[config.mk]
export PLATFORM = sky130hd
export DESIGN_NAME = l2_arbiter
export DESIGN_NICKNAME = d
export VERILOG_FILES = /design/src/rtl/l2_arbiter.sv
export SDC_FILE = /design/constraint.sdc
export NUM_CORES = 1
export LEC_CHECK = 0
export BUFFER_PORTS_ARGS = -buffer_cell sky130_fd_sc_hd__clkbuf_2
export CORE_AREA = 2 2 343 345
export DETAILED_ROUTE_END_ITERATION = 7
export DIE_AREA = 0 0 345 347
export PLACE_DENSITY = 0.31
export SYNTH_ARGS = -nofsm -noshare
export SYNTH_HDL_FRONTEND = slang
export SYNTH_SLANG_ARGS = --single-unit
[constraint.sdc]
create_clock -name clk -period 2.5 [get_ports clk]
set_clock_uncertainty 0.05 [all_clocks]
set_input_delay 0.125 -clock clk [delete_from_list [all_inputs] [get_ports clk]]
set_output_delay 0.125 -clock clk [all_outputs]
set_load 0.01 [all_outputs]
[src/rtl/l2_arbiter.sv]
// l2_arbiter: round-robin sharing of the L2 port between the I-cache and D-cache with saturating grant counters
module l2_arbiter #(
    parameter int ADDR_W = 28,
    parameter int DATA_W = 128,
    parameter int CNT_W  = 16
) (
    input  logic              clk,
    input  logic              reset,
    input  logic              ic_read,
    input  logic              ic_write,
    input  logic [ADDR_W-1:0] ic_addr,
    input  logic [DATA_W-1:0] ic_wdata,
    output logic [DATA_W-1:0] ic_rdata,
    output logic              ic_ready,
    input  logic              dc_read,
    input  logic              dc_write,
    input  logic [ADDR_W-1:0] dc_addr,
    input  logic [DATA_W-1:0] dc_wdata,
    output logic [DATA_W-1:0] dc_rdata,
    output logic              dc_ready,
    output logic              L2_read,
    output logic              L2_write,
    output logic [ADDR_W-1:0] L2_addr,
    output logic [DATA_W-1:0] L2_wdata,
    input  logic [DATA_W-1:0] L2_rdata,
    input  logic              L2_ready,
    output logic [CNT_W-1:0]  ic_grant_cnt,
    output logic [CNT_W-1:0]  dc_grant_cnt
);
    typedef enum logic [1:0] {IDLE, BUSY_IC, BUSY_DC} state_t;
    state_t state, state_next;
    logic last_dc, ic_pend, dc_pend, grant_ic, grant_dc, done;

    always_comb begin
        ic_pend    = ic_read | ic_write;
        dc_pend    = dc_read | dc_write;
        done       = (state != IDLE) && L2_ready;
        // A completing requester can only hand the port to the other side, never back to itself
        grant_ic   = (state == IDLE) ? ic_pend && (!dc_pend || last_dc)
                                     : (state == BUSY_DC) && L2_ready && ic_pend;
        grant_dc   = (state == IDLE) ? dc_pend && (!ic_pend || !last_dc)
                                     : (state == BUSY_IC) && L2_ready && dc_pend;
        state_next = grant_ic ? BUSY_IC : grant_dc ? BUSY_DC : done ? IDLE : state;
    end

    assign ic_ready = (state == BUSY_IC) && L2_ready;
    assign dc_ready = (state == BUSY_DC) && L2_ready;
    assign ic_rdata = (state == BUSY_IC) ? L2_rdata : '0;
    assign dc_rdata = (state == BUSY_DC) ? L2_rdata : '0;

    always_ff @(posedge clk) begin
        if (reset) begin
            state        <= IDLE;
            last_dc      <= 1'b1;
            L2_read      <= 1'b0;
            L2_write     <= 1'b0;
            L2_addr      <= '0;
            L2_wdata     <= '0;
            ic_grant_cnt <= '0;
            dc_grant_cnt <= '0;
        end else begin
            state <= state_next;
            if (grant_ic) begin
                L2_read      <= ic_read & ~ic_write;
                L2_write     <= ic_write;
                L2_addr      <= ic_addr;
                L2_wdata     <= ic_wdata;
                last_dc      <= 1'b0;
                ic_grant_cnt <= ic_grant_cnt + CNT_W'(~&ic_grant_cnt);
            end else if (grant_dc) begin
                L2_read      <= dc_read & ~dc_write;
                L2_write     <= dc_write;
                L2_addr      <= dc_addr;
                L2_wdata     <= dc_wdata;
                last_dc      <= 1'b1;
                dc_grant_cnt <= dc_grant_cnt + CNT_W'(~&dc_grant_cnt);
            end else if (done) begin
                L2_read  <= 1'b0;
                L2_write <= 1'b0;
            end
        end
    end
endmodule
# ---- Word-level counts from Yosys, hierarchy flattened
# Index checks and enable logic that the tools add are counted.
dict set report word_totals {
  register_bits 193
  inputBits 447
  out_inout_bits 448
  elab_cells 61
}
dict set report classes {
  n_addsub 2
  n_eq_ne 2
  n_mux 18
  bitwise_logic 7
  reduce_logical 23
}
# operator n
set ops {}
lappend ops {{$mux W128} 4}
lappend ops {{$mux W28} 2}
lappend ops {{$add A16 B1 Y16} 2}
lappend ops {{$reduce_and A16 Y1} 2}
lappend ops {{$mux W1} 10}
lappend ops {{$logic_and A1 B1 Y1} 7}
lappend ops {{$reduce_bool A2 Y1} 3}
lappend ops {{$logic_not A1 Y1} 5}
lappend ops {{$mux W2} 2}
lappend ops {{$not A1 Y1} 3}
lappend ops {{$reduce_bool A3 Y1} 1}
lappend ops {{$and A1 B1 Y1} 2}
lappend ops {{$eq A2 B1 Y1 const B} 1}
lappend ops {{$eq A2 B2 Y1 const B} 1}
lappend ops {{$logic_not A2 Y1} 1}
lappend ops {{$logic_or A1 B1 Y1} 2}
lappend ops {{$or A1 B1 Y1} 2}
lappend ops {{$reduce_and A2 Y1} 1}
lappend ops {{$reduce_or A2 Y1} 1}

# ---- Logic depth before layout (Yosys ltp)
dict set report logic_depth {
  depth_word 7
  mapped_depth 9
  ltp_nobuf 9
}

# ---- Worst setup path after synthesis
# Ideal clock, no wire load.
dict set report synth_timing {
  path_kind {register to register}
  from {register dc_grant_cnt[10]}
  to {register dc_grant_cnt[7]}
  setup_time_ns 0.132
  arrival_time_ns 2.038
  required_time_ns 2.318
  setup_slack_ns 0.279
  path_stages_with_launch 9
  n_path_buf 1
  synth_period_minus_slack_ns 2.221
  cell_sequence {dfxtp_1 -> and4_1 -> nand3_1 -> or4_1 -> ha_1 -> nand2_1 -> clkbuf_1 -> or4_1 -> a21oi_1}
}
dict set report synth_via {
  elab_chain_cells 3
}
# element line_no
set synth_lines {}
lappend synth_lines {{start: declaration} 28} ;# output logic [CNT_W-1:0] dc_grant_cnt
lappend synth_lines {{start signal: assignment} 76} ;# dc_grant_cnt <= dc_grant_cnt + CNT_W'(~&dc_grant_cnt);
lappend synth_lines {{$reduce_and A16 Y1} 76}
lappend synth_lines {{$logic_not A1 Y1} 76}
lappend synth_lines {{$add A16 B1 Y16} 76}
# Every way passes these cells.
# A chain may end at the register's enable or synchronous reset.

# ---- Worst setup path in the final report
dict set report layout_timing {
  from {input dc_write}
  to {register L2_wdata[26]}
}
dict set report layout_via {
  elab_chain_cells 6
  word_cells_on_any_way 10
  cone_classes {mux: 3; bitwise: 1; reduce/logical: 6}
}
# element line_no
set layout_lines {}
lappend layout_lines {{start: declaration} 16} ;# input logic dc_write,
lappend layout_lines {{$or A1 B1 Y1 (*)} 36} ;# dc_pend = dc_read | dc_write;
lappend layout_lines {{$logic_not A1 Y1} 39} ;# grant_ic = (state == IDLE) ? ic_pend && (!dc_pend || last_dc)
lappend layout_lines {{$logic_or A1 B1 Y1} 39}
lappend layout_lines {{$logic_and A1 B1 Y1} 39}
lappend layout_lines {{$mux W1} 39}
lappend layout_lines {{$mux W128 / $reduce_bool A2 Y1 (equally long branches)} --}
lappend layout_lines {{end signal: assignment} 67} ;# L2_wdata <= ic_wdata;
lappend layout_lines {{end signal: assignment} 74} ;# L2_wdata <= dc_wdata;
lappend layout_lines {{end: declaration} 24} ;# output logic [DATA_W-1:0] L2_wdata,
# Mark *: on every way between the ends. The rest lies on a longest branch, timed or not.

==> impl_metrics.py <==
metrics = {
    "floorplan": {
        "std_cell_rows": 125,
        "floorplan.die.width_um": 345,
        "die_footprint_mm2": 0.1197,
        "chipHeight_um": 347,
        "core_area_mm2": 0.1157,
        "initial_core_util_pct": 8.657,
        "pin_count": 895,
    },
    "place": {
        "io_buffer_count": 894,
        "postPlaceCellArea_mm2": 0.01671,
        "dpl.hpwl_um": 72800,
        "finalWeightedCongestion": 0.9277,
    },
    "hold_path": {
        "worst_hold_path_type": "in2reg",
        "worst_hold_startpoint": "L2_ready",
        "whs_endpoint": "state[1]$_SDFFE_PP0P_",
        "min_path_cells": 4,
    },
    "power_and_ir_drop": {
        "leakagePower_nw": 9.470,
        "power_frac_seq_pct": 30.5,
        "total_power_mw": 12.57,
        "comb_power_share_pct": 45.3,
        "internal_power_mw": 7.344,
        "netSwitchingFraction_pct": 41.59,
        "power.density_cell_area_mw_per_mm2": 606.0,
        "switchingPower_mw": 5.228,
        "pwr-share-clk_pct": 24.2,
        "max-vdd-ir-drop_mv": 0.5732,
    },
    "routing": {
        "final_antenna_net_count": 0,
        "routed-via-count": 14730,
        "detail_route.wirelength.met1_um": 39700,
        "highest-signal-layer": "met5",
        "drt-pass1-iter-count": 5,
        "detail_route.drc_violations": 0,
        "detailedRoute.firstIterationViolations": 974,
        "wl_met3_um": 10450,
        "met2RoutedLength_um": 37650,
        "route.detailed.wl_per_inst_um": 22.23,
        "avgViaCountPerCell": 3.667,
        "total_wire_length_after_detailed_routing_um": 89330,
    },
    "setup_path": {
        "startpoint": "dc_write",
        "reg2reg_setup_slack_ps": 150,
        "crit_family": "buffers and inverters",
        "crit_chain": "dlygate4sd3_1, clkbuf_2, or2_4, a2111oi_4, clkbuf_16, a21oi_1, a211oi_1, dlygate4sd3_1",
        "worstSetupEndpointType": "flip-flop",
        "rr_startpoint": "state[0]$_SDFFE_PP0P_",
        "startpoint_type": "input pin",
        "path_class": "in2reg",
        "path_buf_inv": 4,
        "worstPathRequired_ps": 2920,
        "crit_path_max_fanout": 10,
        "critPathSlowestCell": "sky130_fd_sc_hd__dlygate4sd3_1",
        "critPathArrivalTime_ps": 2780,
        "r2r.worst_path.cells": 7,
        "crit-reg2reg-capture": "L2_read$_SDFFE_PP0P_",
        "path_common_cell": "sky130_fd_sc_hd__dlygate4sd3_1",
        "critical_path.max_stage_delay_ps": 570,
    },
    "cts": {
        "ctsRootBufferMaster": "sky130_fd_sc_hd__clkbuf_16",
        "cts_sinks": 193,
        "clkSlewWorstSetupHoldPaths_ps": 80,
        "clock_latency_at_the_later_pin_of_the_worst_skew_pair_ps": 530,
        "cts_tree": "built",
        "clk_path_buf_depth": 2,
        "cts_max_level": 4,
        "numCtsBuffers": 17,
    },
    "global_routing": {
        "number_of_global_route_vias_before_repair": 14730,
        "initial_antenna_violation_count": 27,
        "grt_start_max_net_pins": 60,
        "grt_pass1_wl_um": 119600,
        "grt_overflow_total": 0,
        "grtUsageTotal_pct": 14.23,
    },
    "final_layout": {
        "finalCoreUtilization_pct": 17.92,
        "num-nets-final": 2921,
        "stdcell_area_mm2": 0.02074,
        "area_delta_synth_final_pct": 107.0,
        "final_layout_size_suffix_gt1_share_pct": 41.52,
    },
    "sta": {
        "fin_crit_ps": 2358,
        "timing.final.setup_violations": 0,
        "final_slew_violations": 0,
        "finalHoldViolations": 0,
        "fmax_ghz": 0.4241,
        "post-route-period-util_pct": 94.32,
        "remaining_max_slew_budget_at_the_tightest_pin_pct": 60.69,
        "worst-slew-pin-transition_ps": 582.0,
    },
    "synth": {
        "async_reset_ff_share_pct": 0,
        "syn-mean-instance-area_um2": 7.828,
        "synth.ff_latch_count": 193,
        "synth_fp_nets": 1733,
        "synthesis.area_mm2": 0.01002,
        "netlist_instances": 1280,
        "netlist-cell-type-count": 42,
        "synth_flop_cell": "sky130_fd_sc_hd__dfxtp_1",
        "yosysSeqAreaShare_pct": 38.56,
        "synth_enable_flop_cells": 0,
        "ys.warnings.count": 0,
    },
    "job": {
        "max_cap_violations": 0,
    },
    "outcome": {
        "status": "finished clean",
    },
}
synthesized netlist by cell type (2+ instances only):
cell	instances	area (um^2)
sky130_fd_sc_hd__or2_2	2	12.51
sky130_fd_sc_hd__o21ai_0	8	40.04
sky130_fd_sc_hd__a211oi_1	54	405.4
sky130_fd_sc_hd__buf_1	12	45.04
sky130_fd_sc_hd__nand2b_1	2	12.51
sky130_fd_sc_hd__and4_1	2	17.52
sky130_fd_sc_hd__o2111a_1	2	22.52
sky130_fd_sc_hd__nor2_1	64	240.2
sky130_fd_sc_hd__clkbuf_1	87	326.6
sky130_fd_sc_hd__o41ai_1	3	26.28
sky130_fd_sc_hd__and3_1	2	12.51
sky130_fd_sc_hd__o31ai_1	13	97.59
sky130_fd_sc_hd__nor4_1	4	25.02
sky130_fd_sc_hd__a21oi_1	184	920.9
sky130_fd_sc_hd__inv_1	6	22.52
sky130_fd_sc_hd__mux2_2	4	45.04
sky130_fd_sc_hd__nor2b_1	6	37.54
sky130_fd_sc_hd__nand3_1	115	575.6
sky130_fd_sc_hd__ha_1	6	75.07
sky130_fd_sc_hd__nand2_1	72	270.3
sky130_fd_sc_hd__and2_1	260	1627
sky130_fd_sc_hd__dfxtp_1	193	3864
sky130_fd_sc_hd__a211o_1	2	17.52
sky130_fd_sc_hd__buf_2	27	135.1
sky130_fd_sc_hd__or4b_2	2	20.02
sky130_fd_sc_hd__or4_1	13	97.59
sky130_fd_sc_hd__nand4_1	7	43.79
sky130_fd_sc_hd__o2111ai_1	3	26.28
sky130_fd_sc_hd__a22oi_1	103	773.2
sky130_fd_sc_hd__or3_1	9	56.30
sky130_fd_sc_hd__nand3b_1	2	15.01
placed cells by master (no fill, tap or decap), types with 8 or more instances in the layout:
master / instances
sky130_fd_sc_hd__a22oi_1: 103
sky130_fd_sc_hd__a21oi_1: 184
sky130_fd_sc_hd__dlygate4sd3_1: 318
sky130_fd_sc_hd__nand2_1: 72
sky130_fd_sc_hd__and2_1: 260
sky130_fd_sc_hd__or3_1: 9
sky130_fd_sc_hd__buf_4: 56
sky130_fd_sc_hd__o21ai_0: 8
sky130_fd_sc_hd__clkbuf_2: 891
sky130_fd_sc_hd__o31ai_1: 13
sky130_fd_sc_hd__diode_2: 13
sky130_fd_sc_hd__or4_1: 13
sky130_fd_sc_hd__nand3_1: 115
sky130_fd_sc_hd__buf_12: 23
sky130_fd_sc_hd__a211oi_1: 54
sky130_fd_sc_hd__nor2_1: 63
sky130_fd_sc_hd__dfxtp_1: 192
sky130_fd_sc_hd__clkbuf_16: 19
worst max path at each step:
stage	to	slack (ps)	cells after the start
2_1_floorplan	dc_grant_cnt[7]$_SDFFE_PP0P_	280	8
3_3_place_gp	dc_grant_cnt[2]$_SDFFE_PP0P_	210	8
3_5_place_dp	dc_grant_cnt[7]$_SDFFE_PP0P_	230	8
4_1_cts	L2_addr[4]$_SDFFE_PP0P_	20	6
5_1_grt	L2_wdata[19]$_SDFFE_PP0P_	-8	8
6_report	L2_wdata[26]$_SDFFE_PP0P_	140	8
through the flow:
stage	worst slack (ps)	TNS [ps]	hold slack, ps	instances
finish	141.9	0	108.3	4018
floorplan	279.5	0	243.1	1280
CTS	19.55	0	107.3	3995
detailed placement	232.5	0	356.9	3641
global placement	212.5	0	356.7	3641
global route	-8.322	-8.322	79.98	4008
area by class of cell:
class                   count  area (um^2)
fillers                 13350        94990
repair buffers           1296         8655
multi-input cells         954         5668
flip-flops and latches    193         3865
well taps                1524         1907
clock buffers              17        425.4
clock inverters            15        168.9
diodes                     13        32.53
inverters                   6        22.52
power by group through the flow:
stage | logic, mW | clock network (mW) | registers [mW]
after floorplan | 2.11 | 0 | 4.07
after global placement | 5.13 | 0 | 3.90
after detailed placement | 5.06 | 0 | 3.90
after CTS | 5.64 | 3.19 | 3.83
after global routing | 6.17 | 3.26 | 3.90
final | 5.70 | 3.04 | 3.84
state kept, by name, summed over array words and instances, names as in the netlist:
signal        count
L2_wdata        128
L2_addr          28
dc_grant_cnt     16
ic_grant_cnt     16
state             2
L2_read           1
L2_write          1
last_dc           1
tightest hold or removal path, cell delays in order:
cell and delay (ps):
sky130_fd_sc_hd__clkbuf_2 240, sky130_fd_sc_hd__nor2b_2 140, sky130_fd_sc_hd__nor2_1 100, sky130_fd_sc_hd__nor2_1 40
metal layers:
| layer | vias up | global-route usage (%) |
|---|---|---|
| met3 | 86 | 7.211 |
| met5 | - | 0 |
| met4 | 10 | 3.652 |
| met1 | 7073 | 18.41 |
| li1 | 6950 | - |
| met2 | 615 | 20.69 |
timing repair:
action / in CTS / in global routing
setup endpoints to repair: 127 / 21
gates cloned: 1 / 3
setup buffers: 3 / 7
pin swaps: 1 / 3
endpoints found under the hold margin: 163 / 0
hold buffers: 318 / 0
resized for setup: 2 / 7
cells by family (layout without fill, tap and decap cells):
kind of cell             Yosys count  after routing  share of synthesized area, %
AND/OR/NAND/NOR                  564            564                         30.69
AO/OA/AOI/OAI                    379            379                         24.06
flip-flops                       193            193                         38.56
buffers and inverters            133           1334                         5.395
adder cells (fa/ha/maj)            6              6                        0.7492
multiplexers                       4              4                        0.4495
XOR/XNOR                           1              1                       0.08743
other                              0             13                             0
No activity file was read; power rests on OpenSTA's default activity.
